## src/rtl/alu_ctrl_issue.sv

```systemverilog
// alu_ctrl_issue: decodes ALUOp/funct into an ALU control code and issues it through a 2-entry skid buffer
module alu_ctrl_issue #(
    parameter int XLEN  = 32,
    parameter int CNT_W = 8
) (
    input  logic             clk,
    input  logic             rst_n,
    input  logic             in_valid,
    output logic             in_ready,
    input  logic [1:0]       alu_op,
    input  logic [2:0]       funct3,
    input  logic             funct7_5,
    input  logic [XLEN-1:0]  opa_in,
    input  logic [XLEN-1:0]  opb_in,
    input  logic [4:0]       rd_in,
    input  logic             flush,
    output logic             out_valid,
    input  logic             out_ready,
    output logic [3:0]       alu_ctrl,
    output logic [XLEN-1:0]  opa,
    output logic [XLEN-1:0]  opb,
    output logic [4:0]       rd,
    output logic             illegal,
    output logic [CNT_W-1:0] illegal_cnt
);
    typedef enum logic [1:0] {EMPTY, ONE, TWO} state_t;
    typedef struct packed {
        logic [3:0]      ctrl;
        logic [XLEN-1:0] a;
        logic [XLEN-1:0] b;
        logic [4:0]      rd;
        logic            ill;
    } entry_t;
    localparam entry_t RST_ENTRY = '{ctrl: 4'b0010, a: '0, b: '0, rd: '0, ill: 1'b0};
    state_t           r_state, w_next;
    entry_t           r_out, r_skid, w_new;
    logic             r_in_ready;
    logic [CNT_W-1:0] r_cnt;
    logic [3:0]       w_ctrl;
    logic             w_in_x, w_out_x;
    assign w_in_x      = in_valid && r_in_ready;
    assign w_out_x     = out_valid && out_ready;
    assign w_new       = '{ctrl: w_ctrl, a: opa_in, b: opb_in, rd: rd_in, ill: (w_ctrl == 4'b1111)};
    assign in_ready    = r_in_ready;
    assign out_valid   = (r_state != EMPTY);
    assign alu_ctrl    = r_out.ctrl;
    assign opa         = r_out.a;
    assign opb         = r_out.b;
    assign rd          = r_out.rd;
    assign illegal     = r_out.ill;
    assign illegal_cnt = r_cnt;
    // ALU control decode; only R-type lets funct7_5 turn ADD into SUB
    always_comb begin
        w_ctrl = 4'b0010;
        if (alu_op == 2'b01)
            w_ctrl = 4'b0110;
        else if (alu_op[1])
            case (funct3)
                3'b000:  w_ctrl = (funct7_5 && !alu_op[0]) ? 4'b0110 : 4'b0010;
                3'b001:  w_ctrl = 4'b0100;
                3'b100:  w_ctrl = 4'b0011;
                3'b101:  w_ctrl = funct7_5 ? 4'b0111 : 4'b0101;
                3'b110:  w_ctrl = 4'b0001;
                3'b111:  w_ctrl = 4'b0000;
                default: w_ctrl = 4'b1111;
            endcase
    end
    // Buffer occupancy transitions; flush overrides everything
    always_comb begin
        w_next = r_state;
        case (r_state)
            EMPTY:   w_next = w_in_x ? ONE : EMPTY;
            ONE:     w_next = (w_in_x && !w_out_x) ? TWO : (!w_in_x && w_out_x) ? EMPTY : ONE;
            TWO:     w_next = w_out_x ? ONE : TWO;
            default: w_next = EMPTY;
        endcase
        if (flush)
            w_next = EMPTY;
    end
    // State, registered in_ready and payload movement between skid and output register
    always_ff @(posedge clk or negedge rst_n) begin
        if (!rst_n) begin
            r_state    <= EMPTY;
            r_in_ready <= 1'b1;
            r_out      <= RST_ENTRY;
            r_skid     <= RST_ENTRY;
        end else begin
            r_state    <= w_next;
            r_in_ready <= (w_next != TWO);
            if ((r_state == EMPTY && w_in_x) || (r_state == ONE && w_in_x && w_out_x))
                r_out <= w_new;
            else if (r_state == TWO && w_out_x)
                r_out <= r_skid;
            if (r_state == ONE && w_in_x && !w_out_x)
                r_skid <= w_new;
        end
    end
    // Saturating count of accepted illegal ops, cleared only by reset
    always_ff @(posedge clk or negedge rst_n) begin
        if (!rst_n)
            r_cnt <= '0;
        else if (w_in_x && w_new.ill && r_cnt != '1)
            r_cnt <= r_cnt + 1'b1;
    end
endmodule

```

## config.mk

```make
export PLATFORM = sky130hd
export DESIGN_NAME = alu_ctrl_issue
export DESIGN_NICKNAME = d
export VERILOG_FILES = /design/src/rtl/alu_ctrl_issue.sv
export SDC_FILE = /design/constraint.sdc
export NUM_CORES = 1
export LEC_CHECK = 0
export ABC_CLOCK_PERIOD_IN_PS = 2200
export BUFFER_PORTS_ARGS = -buffer_cell sky130_fd_sc_hd__buf_2
export CAP_MARGIN = 0
export CORE_MARGIN = 2
export CORE_UTILIZATION = 53
export DETAILED_ROUTE_END_ITERATION = 16
export PLACE_DENSITY = 0.83
export SLEW_MARGIN = 10
export SYNTH_ARGS = -nofsm -noshare
export SYNTH_HDL_FRONTEND = slang
export SYNTH_SLANG_ARGS = --single-unit
```

## constraint.sdc

```tcl
create_clock -name clk -period 2.2 [get_ports clk]
set_input_delay 0.11 -clock clk [delete_from_list [all_inputs] [get_ports clk]]
set_output_delay 0.11 -clock clk [all_outputs]
set_load 0.005 [all_outputs]
```

Word level (Yosys, flattened, before mapping)

Index checks and enable logic that the tools add are counted.

Register bits after elaboration: 159
Bits of input ports: 80
Output and inout bits: 84
Word-level logic and storage cells: 58

Add/sub/neg operators: 1
Equal/unequal tests: 11
Multiplexer cells: 13
Reduce and logical (&&, ||, !) cells: 20

Operator list:

| cell                                                            | count |
|---|---|
| 74-bit two-way mux                                              | 2 |
| 4-bit case mux with 6 select lines                              | 1 |
| 3-bit == test, second input constant                            | 4 |
| 1-bit logical AND                                               | 12 |
| 8-bit by 1-bit adder with 8-bit output, second input constant   | 1 |
| 2-bit two-way mux                                               | 4 |
| 4-bit two-way mux                                               | 2 |
| 8-bit != test, second input constant                            | 1 |
| 2-bit case mux with 3 select lines                              | 1 |
| 2-bit by 1-bit == test with 1-bit output, second input constant | 2 |
| 4-bit == test, second input constant                            | 1 |
| 2-bit nonzero test                                              | 2 |
| 3-bit by 1-bit == test with 1-bit output, second input constant | 1 |
| 1-bit logical NOT                                               | 3 |
| 3-bit logical NOT                                               | 1 |
| 3-bit two-way mux                                               | 1 |
| 2-bit == test, second input constant                            | 1 |
| 2-bit logical NOT                                               | 1 |
| 1-bit two-way mux                                               | 2 |
| 2-bit != test, second input constant                            | 1 |
| 1-bit logical OR                                                | 1 |

Depth between registers and ports, before layout

Gate-level depths: netlist of the first run.

Depth after elaboration: 9
Depth in mapped cells: 8
Depth with buffers taken out: 7

Worst setup path after synthesis of the first run

Ideal clock, no wire load.

Path kind: register -> register
Start: register r_in_ready (netlist: in_ready)
End: register r_skid[61] in the netlist's numbering
Library setup time: 0.117 ns
Arrival: 1.588 ns
Data required time: 2.083 ns
Slack: 0.495 ns
Cell stages (with the launch flop): 8
Buffers on the path: 3
Clock period less this slack: 1.705 ns
Path through: dfstp_2 nand2_1 or3_1 clkbuf_1 buf_2 buf_6 nand2_1 nand2_1

Cells in the longest elaborated chain, start to end: 3

Ends and longest elaborated chain:

| item                            | line | RTL |
|---|---|---|
| start: declaration              | 37   | `logic r_in_ready;` |
| start signal: assignment        | 89   | `r_in_ready <= (w_next != TWO);` |
| 1-bit logical AND               | 41   | `assign w_in_x = in_valid && r_in_ready;` |
| 1-bit logical AND (2 in series) | 94   | `if (r_state == ONE && w_in_x && !w_out_x)` |
| end signal: assignment          | 95   | `r_skid <= w_new;` |
| end: declaration                | 36   | `entry_t r_out, r_skid, w_new;` |

Every way passes these cells.
A chain may end at the register's enable or synchronous reset.

Worst setup path in the final report of the first run

Start: register r_in_ready (netlist: in_ready)
End: register r_skid[72] in the netlist's numbering

Same word-level chain as after synthesis.

==> results of run 1 <==
## worst reg2reg max path, stage by stage (launching register included)
cell and delay (ns):
dfstp_2 0.53, nand2_1 0.23, or3_2 0.55, buf_4 0.28, nand2_1 0.15, o21ai_0 0.09
## registers in the layout, summed over array words and instances, names as in the netlist
name         cells
in_ready         1
r_skid          74
r_state          2
opa             32
illegal_cnt      8
rd               5
alu_ctrl         4
illegal          1
opb             32
## per-layer routing
metal  global-route usage  share of wire  wire length (um)
met1                0.323           0.39              6810
met3               0.0586          0.063              1120
met5                    0              0                 0
met4                0.133          0.027               477
met2                0.488           0.52              9270
## per-stage QoR
stage          cell area [um^2]  cells  hold slack, ns   util
6_report                   8950   1031          0.0964  0.739
5_1_grt                    8940   1029           0.121  0.739
4_1_cts                    8940   1029          0.0871  0.739
3_5_place_dp               7600    928          0.0600  0.627
3_3_place_gp               7600    928          0.0552  0.627
2_1_floorplan              6630    627          -0.186      -
## logic make-up (layout without fill, tap and decap cells)
| kind of cell | Yosys count | count (layout) |
|---|---|---|
| xor gates and xnor gates | 7 | 7 |
| muxes | 2 | 2 |
| DFF | 159 | 159 |
| and+or+nand+nor | 248 | 248 |
| other | 0 | 2 |
| adders and majority gates | 2 | 2 |
| buffers and inverters | 46 | 280 |
| AOI/OAI and AO/OA | 163 | 163 |
## power breakdown
part	switching (mW)	leakage, nW	internal (mW)	total [mW]
logic	0.841	2.61	0.824	1.67
clock network	1.09	0.310	2.09	3.18
registers	0.457	1.98	3.66	4.12
total	2.39	4.90	6.58	8.97
## worst max path at each step
stage,start,to,slack [ns],depth (start not counted)
2_1_floorplan,in_ready$_DFF_PN1_,r_skid[61]$_DFFE_PN0P_,0.49,7
3_3_place_gp,in_ready$_DFF_PN1_,r_skid[0]$_DFFE_PN0P_,0.34,5
3_5_place_dp,r_state[0]$_DFF_PN0_,opa[28]$_DFFE_PN0P_,0.26,5
4_1_cts,in_ready$_DFF_PN1_,r_skid[72]$_DFFE_PN0P_,0.25,5
5_1_grt,r_state[0]$_DFF_PN0_,opa[6]$_DFFE_PN0P_,0.10,5
6_report,in_ready$_DFF_PN1_,r_skid[72]$_DFFE_PN0P_,0.22,5
## layout by cell type (no fill, tap or decap), types with 3 or more instances in the layout
cell,netlist,routed
xor2_1,3,3
buf_4,2,6
buf_12,0,5
dlygate4sd3_1,0,71
dfrtp_1,156,156
nand3_1,5,5
buf_2,11,162
clkbuf_1,21,4
a211oi_1,4,4
o21ai_0,9,9
nor2_1,3,3
a21oi_1,7,7
bufinv_16,0,5
nand2_1,220,220
nor2b_1,5,5
inv_1,5,5
clkbuf_16,0,17
xnor2_1,4,4
dfstp_2,3,3
a21o_1,69,69
a22o_1,69,69
clkbuf_8,0,3
## cell type report
type	instances	area, um^2	share of cell area
Tap cell	168	210	0.0235
Antenna cell	2	5.00	0.000559
Clock inverter	6	155	0.0173
Clock buffer	24	482	0.0538
Sequential cell	159	3980	0.445
Timing Repair Buffer	245	1680	0.187
Multi-Input combinational cell	422	2420	0.270
Inverter	5	18.8	0.00210
## timing repair
action | in CTS | in global routing
endpoints found under the setup margin | 0 | 0
hold endpoints to repair | 126 | 0
gates resized for setup | 0 | 0
hold buffers | 71 | 0
==> results.sh, run 1 <==
export IMPL_status="completed"
export IMPL_whs_endpoint="r_state[1]$_DFF_PN0_"
export IMPL_drive_above_1_share=0.247
export IMPL_place_congestion=0.807
export IMPL_htreeDepth=4
export IMPL_crit_type="flop to flop"
export IMPL_relSlewSlack=0.571
export IMPL_hp_start="out_ready"
export IMPL_pre_cts_slack_ns=0.264
export IMPL_yosys_area_share_xor_xnor=0.00925
export IMPL_via_per_inst=5.51
export IMPL_cts_buffers=17
export IMPL_clock_sinks=159
export IMPL_p_leak_nw=4.90
export IMPL_first_global_vias=5889
export IMPL_synth_commonest_cells="nand2_1, dfrtp_1, a21o_1, a22o_1, clkbuf_1"
export IMPL_worst_slew_pin_slew_ns=0.642
export IMPL_post_dp_hpwl_um=10200
export IMPL_endpoint_kind="flop"
export IMPL_path_delay_family="simple AND/OR/NAND/NOR gates"
export IMPL_synth_seq_cells=159
export IMPL_synth_warnings=0
export IMPL_hp_class="primary input to flop"
export IMPL_cts_root_buf="clkbuf_16"
export IMPL_critical_path_buf_inv_count=1
export IMPL_synth_async_reset_ratio=1.00
export IMPL_finalHoldViolations=0
export IMPL_ant_nets=0
export IMPL_clock_path_buffers=2
export IMPL_synthTopCellsByArea="dfrtp_1, nand2_1, a22o_1"
export IMPL_synth_edff_count=0
export IMPL_synth_fp_nets=709
export IMPL_fin_crit_sh=0.899
export IMPL_clk_latency_ns=0.42
export IMPL_min_period_ns=1.98
export IMPL_die_h_um=116
export IMPL_r2r_cells=5
export IMPL_synth_top_family_by_area="compound AO/OA/AOI/OAI gates"
export IMPL_worstPathArrival_ns=2.25
export IMPL_rsz0062_at_grt="no"
export IMPL_core_um2=12100
export IMPL_ys_seq_area_frac=0.601
export IMPL_yosys_area_top_type_share=0.589
export IMPL_clkTransAtPathRegs_ns=0.06
export IMPL_clock_fmax_mhz=506
export IMPL_tns_ns=0
export IMPL_synthAdderAreaFrac=0.00378
export IMPL_num_rows=40
export IMPL_cp_cell_sequence="nand2_1, or3_2, buf_4, nand2_1, o21ai_0"
export IMPL_nFillCells=795
export IMPL_synth_compound_area_frac=0.193
export IMPL_worstReg2RegEnd="r_skid[72]$_DFFE_PN0P_"
export IMPL_power_density_nw_per_um2=1000
export IMPL_syn_area_um2=6630
export IMPL_yosysTopAreaCell="dfrtp_1"
export IMPL_grt_pass1_wl_um=28500
export IMPL_syn_avg_cell_area_um2=10.6
export IMPL_grt_usage=0.277
export IMPL_final_nets=932
export IMPL_die_area_um2=13400
export IMPL_max_vdd_ir_drop_mv=0.565
export IMPL_synth_top_flop_cell="dfrtp_1"
export IMPL_finalSetupViolCount=0
export IMPL_cp_slowest_cell="or3_2"
export IMPL_power_mw=8.97
export IMPL_die_w_um=116
export IMPL_routed_wl_um=17700
export IMPL_synth_simple_area_share=0.154
export IMPL_drt_pass1_iterations=6
export IMPL_gr_total_overflow=0
export IMPL_io_buffers=163
export IMPL_slowest_delay_ns=0.55
export IMPL_worst_path_max_fanout=44
export IMPL_yosysUniqueCellTypes=40
export IMPL_path_common_cell="nand2_1"
export IMPL_antenna_found_initial=0
export IMPL_rrSetupSlack_ns=0.22
export IMPL_skew_ns=0.00987
export IMPL_wl_per_cell_um=17.2
export IMPL_dr_first_iter_drc_count=375
export IMPL_cap_violations=0
export IMPL_timing_rr_start="in_ready$_DFF_PN1_"
export IMPL_vias=5677
export IMPL_grt_max_degree=80
export IMPL_drc=0
export IMPL_cts_tree="done"
export IMPL_synthCells=627
export IMPL_slew_violations=0
export IMPL_synth_most_common_cell="nand2_1"
export IMPL_timing_final_ws_setup_ns=0.223
export IMPL_initial_utilization=0.547
export IMPL_crit_required_ns=2.48
export IMPL_holdPathStages=3
export IMPL_cp_start_kind="flop"
export IMPL_area_growth_pct=35.0
export IMPL_post_cts_buffers=0
export IMPL_muxShareOfSynthArea=0.00321
export IMPL_ios=164
(Power assumes the default switching activity.)
==> inputs of run 2 (changes only) <==
--- a/config.mk
+++ b/config.mk
@@ -5,9 +5,10 @@
 export SDC_FILE = /design/constraint.sdc
 export NUM_CORES = 1
 export LEC_CHECK = 0
-export ABC_CLOCK_PERIOD_IN_PS = 2200
+export ABC_CLOCK_PERIOD_IN_PS = 2000
 export BUFFER_PORTS_ARGS = -buffer_cell sky130_fd_sc_hd__buf_2
 export CAP_MARGIN = 0
+export CORE_ASPECT_RATIO = 0.8
 export CORE_MARGIN = 2
 export CORE_UTILIZATION = 53
 export DETAILED_ROUTE_END_ITERATION = 16
==> constraint.sdc (replaced) <==
create_clock -name clk -period 2 [get_ports clk]
set_input_delay 0.1 -clock clk [delete_from_list [all_inputs] [get_ports clk]]
set_output_delay 0.1 -clock clk [all_outputs]
set_load 0.005 [all_outputs]
==> run 2 against run 1 <==
Global-route usage fell by 1.2 points; critical path depth did not move; hold slack got worse by 0.070 ns; worst setup slack improved by 0.055 ns; die area barely moved; first-iteration DRC count rose by 14%; routed wire length fell by 3.4%; via count fell by 1.8%; largest cell class unchanged; clock power barely moved; sequential share of layout area rose by 0.056 points.
==> results.sh, run 2 (synthesis results as in run 1) <==
export IMPL_status="completed"
export IMPL_core_um2=12200
export IMPL_clock_fmax_mhz=581
export IMPL_min_period_ns=1.72
export IMPL_die_h_um=104
export IMPL_dr_first_iter_drc_count=427
export IMPL_worst_path_max_fanout=4
export IMPL_top_layer="met4"
export IMPL_worstPathArrival_ns=2.03
export IMPL_clock_path_buffers=2
export IMPL_post_dp_hpwl_um=9990
export IMPL_regMostFlops="r_skid"
export IMPL_layout_common_cells="nand2_1, buf_2, dfrtp_1"
export IMPL_finalHoldViolations=0
export IMPL_crit_end="illegal_cnt[7]$_DFFE_PN0P_"
export IMPL_slew_violations=0
export IMPL_num_rows=36
export IMPL_crit_type="flop to flop"
export IMPL_timing_rr_start="illegal_cnt[0]$_DFFE_PN0P_"
export IMPL_drt_pass1_iterations=6
export IMPL_wl_per_cell_um=16.5
export IMPL_area_growth_pct=34.9
export IMPL_power_density_nw_per_um2=1070
export IMPL_tns_ns=0
export IMPL_wl_met2_um=8500
export IMPL_cts_resized=0
export IMPL_initial_utilization=0.543
export IMPL_cp_depth=5
export IMPL_path_delay_family="compound AO/OA/AOI/OAI gates"
export IMPL_ios=164
export IMPL_route_met3_wl_um=970
export IMPL_antenna_found_initial=0
export IMPL_wl_met1_um=7200
export IMPL_htreeDepth=4
export IMPL_num_antenna_cells=0
export IMPL_cts_root_buf="clkbuf_16"
export IMPL_finalSetupViolCount=0
export IMPL_vias=5572
export IMPL_die_w_um=129
export IMPL_clk_latency_ns=0.43
export IMPL_grt_usage=0.265
export IMPL_dpl_cell_count=933
export IMPL_rsz0062_at_grt="no"
export IMPL_clkTransAtPathRegs_ns=0.06
export IMPL_drive_above_1_share=0.253
export IMPL_rrSetupSlack_ns=0.28
export IMPL_largest_reg_flops=74
export IMPL_cap_violations=0
export IMPL_first_global_vias=5872
export IMPL_r2r_cells=5
export IMPL_power_mw=9.54
export IMPL_ant_nets=0
export IMPL_gr_total_overflow=0
export IMPL_fin_cells=1036
export IMPL_slowest_delay_ns=0.46
export IMPL_io_buffers=163
export IMPL_worst_slew_pin_slew_ns=0.510
export IMPL_finalHoldWorstSlack_ns=0.0267
export IMPL_worstReg2RegEnd="illegal_cnt[7]$_DFFE_PN0P_"
export IMPL_final_area_um2=8940
export IMPL_relSlewSlack=0.660
export IMPL_drc=0
export IMPL_grt_pass1_wl_um=27800
export IMPL_cp_slowest_cell="a2111oi_2"
export IMPL_endpoint_kind="flop"
export IMPL_max_vdd_ir_drop_mv=0.593
export IMPL_cts_buffers=17
export IMPL_cp_start_kind="flop"
export IMPL_fin_crit_sh=0.861
export IMPL_clock_sinks=159
export IMPL_layout_commonest_cell="nand2_1"
export IMPL_crit_start="illegal_cnt[0]$_DFFE_PN0P_"
export IMPL_via_per_inst=5.38
export IMPL_crit_required_ns=2.31
export IMPL_final_nets=934
export IMPL_place_congestion=0.766
export IMPL_cp_cell_sequence="ha_1, and3_1, a2111oi_2, nand3_1, xnor2_1"
export IMPL_skew_ns=0.00719
export IMPL_dpl_cell_area_um2=7650
export IMPL_hp_class="primary input to flop"
export IMPL_post_cts_buffers=0
export IMPL_critical_path_buf_inv_count=0
export IMPL_routed_wl_um=17100
export IMPL_grt_max_degree=70
export IMPL_die_area_um2=13400
export IMPL_cts_hold_fix_buffers=71
export IMPL_cts_tree="done"
export IMPL_p_leak_nw=4.90
[run 2: changes by cell type in the layout (fill, tap and decap cells not counted)]
| cell | previous run | this run |
|---|---|---|
| clkinv_2 | 1 | 6 |
| clkinvlp_4 | 0 | 2 |
| clkbuf_1 | 4 | 2 |
| clkbuf_8 | 3 | 2 |
| inv_6 | 0 | 1 |
| buf_12 | 5 | 8 |
| bufinv_16 | 5 | 2 |
| diode_2 | 2 | 0 |
| buf_4 | 6 | 5 |
[run 2: through the flow]
stage                util  setup WS (ns)
floorplan               -          0.295
global placement    0.627          0.331
detailed placement  0.627          0.281
CTS                 0.732          0.262
global route        0.732         0.0976
finish              0.732          0.278
[run 2: metal layers]
| metal | vias to the layer above | track usage |
|---|---|---|
| li1 | 2589 | - |
| met1 | 2715 | 0.327 |
| met2 | 229 | 0.443 |
| met3 | 39 | 0.0535 |
| met4 | 0 | 0.131 |
| met5 | - | 0 |
[run 2: power breakdown]
group          switching [mW]  internal [mW]  total, mW
Sequential              0.502           4.03       4.53
Combinational           0.920          0.924       1.84
Clock                    1.28           1.89       3.17
Total                    2.70           6.84       9.54
[run 2: tightest hold or removal path, cell delays in order]
cell,delay (ns)
buf_2,0.10
a31oi_1,0.10
nand2_1,0.06
nand2_1,0.04
[run 2: final cells by class]
class                      instances  area, um^2
clock buffer                      21         460
clock inverter                    11         114
fill                             816        3270
inverter                           5        18.8
multi-input combinational        422        2420
sequential                       159        3980
tap                              171         214
timing repair buffer             247        1730
[run 2: how the worst min path moves through the flow]
stage	startpoint	to	slack, ns	depth (start not counted)
global placement	rst_n	opa[1]$_DFFE_PN0P_	0.09	1
finish	funct3[0]	r_skid[70]$_DFFE_PN0P_	0.03	4
detailed placement	rst_n	opa[1]$_DFFE_PN0P_	0.10	1
CTS	funct3[0]	r_skid[70]$_DFFE_PN0P_	0.009	4
global route	funct3[0]	r_skid[70]$_DFFE_PN0P_	0.05	4
floorplan	rst_n	alu_ctrl[0]$_DFFE_PN0P_	-0.20	0
==> inputs of run 3 (changes only) <==
--- a/config.mk
+++ b/config.mk
@@ -5,14 +5,14 @@
 export SDC_FILE = /design/constraint.sdc
 export NUM_CORES = 1
 export LEC_CHECK = 0
-export ABC_CLOCK_PERIOD_IN_PS = 2000
+export ABC_CLOCK_PERIOD_IN_PS = 1500
 export BUFFER_PORTS_ARGS = -buffer_cell sky130_fd_sc_hd__buf_2
 export CAP_MARGIN = 0
 export CORE_ASPECT_RATIO = 0.8
 export CORE_MARGIN = 2
-export CORE_UTILIZATION = 53
+export CORE_UTILIZATION = 48
 export DETAILED_ROUTE_END_ITERATION = 16
-export PLACE_DENSITY = 0.83
+export PLACE_DENSITY = 0.76
 export SLEW_MARGIN = 10
 export SYNTH_ARGS = -nofsm -noshare
 export SYNTH_HDL_FRONTEND = slang
==> constraint.sdc (replaced) <==
create_clock -name clk -period 1.5 [get_ports clk]
set_input_delay 0.075 -clock clk [delete_from_list [all_inputs] [get_ports clk]]
set_output_delay 0.075 -clock clk [all_outputs]
set_load 0.005 [all_outputs]
==> run 3 against run 2 <==
The flow now finishes with violations (setup timing); clock power grew 41%; count of clock-buffer cells in the layout shrank 3; non-clock buffer count grew 44; flip-flop and latch count is the same; cell count grew 5.2%; sequential share of layout area shrank 4.7 points; combinational power grew 63%; clock skew grew 0.0030 ns; highest routed layer unchanged.
==> results.sh, run 3 (synthesis results as in run 1) <==
export IMPL_clkTransAtPathRegs_ns=0.07
export IMPL_drc=0
export IMPL_power_density_nw_per_um2=1350
export IMPL_die_area_um2=14800
export IMPL_finalHoldWorstSlack_ns=0.0340
export IMPL_clock_fmax_mhz=616
export IMPL_core_um2=13500
export IMPL_final_nets=978
export IMPL_rrSetupSlack_ns=-0.12
export IMPL_vias=5983
export IMPL_violations="setup timing"
export IMPL_htreeDepth=4
export IMPL_relSlewSlack=0.714
export IMPL_dr_first_iter_drc_count=427
export IMPL_timing_final_ws_setup_ns=-0.123
export IMPL_io_buffers=163
export IMPL_dpl_cell_count=961
export IMPL_routed_wl_um=20100
export IMPL_clk_latency_ns=0.43
export IMPL_crit_required_ns=1.81
export IMPL_cts_root_buf="clkbuf_16"
export IMPL_crit_type="flop to flop"
export IMPL_timing_rr_start="r_state[1]$_DFF_PN0_"
export IMPL_crit_end="r_skid[70]$_DFFE_PN0P_"
export IMPL_clock_sinks=159
export IMPL_worstPathArrival_ns=1.94
export IMPL_hp_class="primary input to flop"
export IMPL_cts_buffers=17
export IMPL_endpoint_kind="flop"
export IMPL_worstReg2RegEnd="r_skid[70]$_DFFE_PN0P_"
export IMPL_p_leak_nw=5.32
export IMPL_max_vdd_ir_drop_mv=1.05
export IMPL_place_congestion=0.820
export IMPL_first_global_vias=5996
export IMPL_grt_pass1_wl_um=29700
export IMPL_skew_ns=0.0101
export IMPL_area_growth_pct=50.7
export IMPL_antenna_found_initial=1
export IMPL_power_mw=13.5
export IMPL_cap_violations=0
export IMPL_fin_crit_sh=1.08
export IMPL_grt_max_degree=51
export IMPL_largest_reg_flops=74
export IMPL_worst_path_max_fanout=9
export IMPL_r2r_cells=6
export IMPL_ant_nets=0
export IMPL_die_h_um=109
export IMPL_crit_start="r_state[1]$_DFF_PN0_"
export IMPL_gr_total_overflow=0
export IMPL_wl_per_cell_um=18.5
export IMPL_drive_above_1_share=0.351
export IMPL_clock_path_buffers=2
export IMPL_regMostFlops="r_skid"
export IMPL_post_dp_hpwl_um=10400
export IMPL_status="finished with violations"
export IMPL_cts_tree="done"
export IMPL_layout_commonest_cell="nand2_1"
export IMPL_slew_violations=0
export IMPL_drt_pass1_iterations=5
export IMPL_die_w_um=135
export IMPL_finalSetupViolCount=153
export IMPL_fin_cells=1090
export IMPL_finalHoldViolations=0
export IMPL_cp_start_kind="flop"
export IMPL_layout_common_cells="nand2_1, buf_2, dfrtp_1"
export IMPL_grt_usage=0.264
export IMPL_num_rows=38
export IMPL_worst_slew_pin_slew_ns=0.428
export IMPL_ios=164
export IMPL_min_period_ns=1.62
export IMPL_rsz0062_at_grt="yes"
export IMPL_via_per_inst=5.49
export IMPL_initial_utilization=0.491
## run 3: worst max-delay path: stages (launching register included)
cell       delay (ns)
dfrtp_1          0.40
buf_6            0.12
nand2b_4         0.13
or3_4            0.50
clkbuf_16        0.22
nand2_2          0.07
nand2_1          0.06
## run 3: cell type report
type                       count  area [um^2]
tap                          180          225
multi-input combinational    422         2660
antenna                        1         2.50
clock inverter                14          166
timing repair buffer         291         2500
inverter                       5         21.3
fill                         877         3510
sequential                   159         3980
clock buffer                  18          439
## run 3: metal layers
layer / global-route usage / wire length (um)
met1: 0.338 / 8250
met2: 0.441 / 9940
met4: 0.109 / 456
met5: 0 / 0
met3: 0.0558 / 1500
## run 3: worst min path at each step
stage / from / depth (start not counted) / slack, ns / endpoint
3_3_place_gp: rst_n / 1 / 0.01 / illegal_cnt[1]$_DFFE_PN0P_
6_report: alu_op[0] / 3 / 0.03 / r_skid[72]$_DFFE_PN0P_
2_1_floorplan: rst_n / 0 / -0.22 / alu_ctrl[0]$_DFFE_PN0P_
3_5_place_dp: rst_n / 1 / 0.02 / illegal_cnt[6]$_DFFE_PN0P_
4_1_cts: alu_op[0] / 3 / 0.005 / alu_ctrl[2]$_DFFE_PN0P_
5_1_grt: funct3[0] / 4 / 0.05 / alu_ctrl[0]$_DFFE_PN0P_
## run 3: repair_timing
item,in CTS,in global routing
gates cloned,9,9
hold endpoints to repair,299,0
hold buffers,71,0
endpoints found under the setup margin,156,159
pin swaps,37,19
setup buffers,8,1
gates resized for setup,44,50
## run 3: stage by stage
step	setup TNS (ns)	setup WS, ns	area [um^2]	utilization
6_report	-12.32	-0.123	9990	0.740
5_1_grt	-21.49	-0.180	9990	0.740
4_1_cts	-5.66	-0.0995	9650	0.714
3_5_place_dp	-14.27	-0.133	7890	0.585
3_3_place_gp	-8.86	-0.102	7890	0.585
2_1_floorplan	-3.47	-0.0686	6690	-
## run 3: report_power, final
part           total [mW]  internal (mW)  switching [mW]
logic                2.99           1.57            1.42
clock network        4.47           2.66            1.81
registers            6.07           5.37           0.704
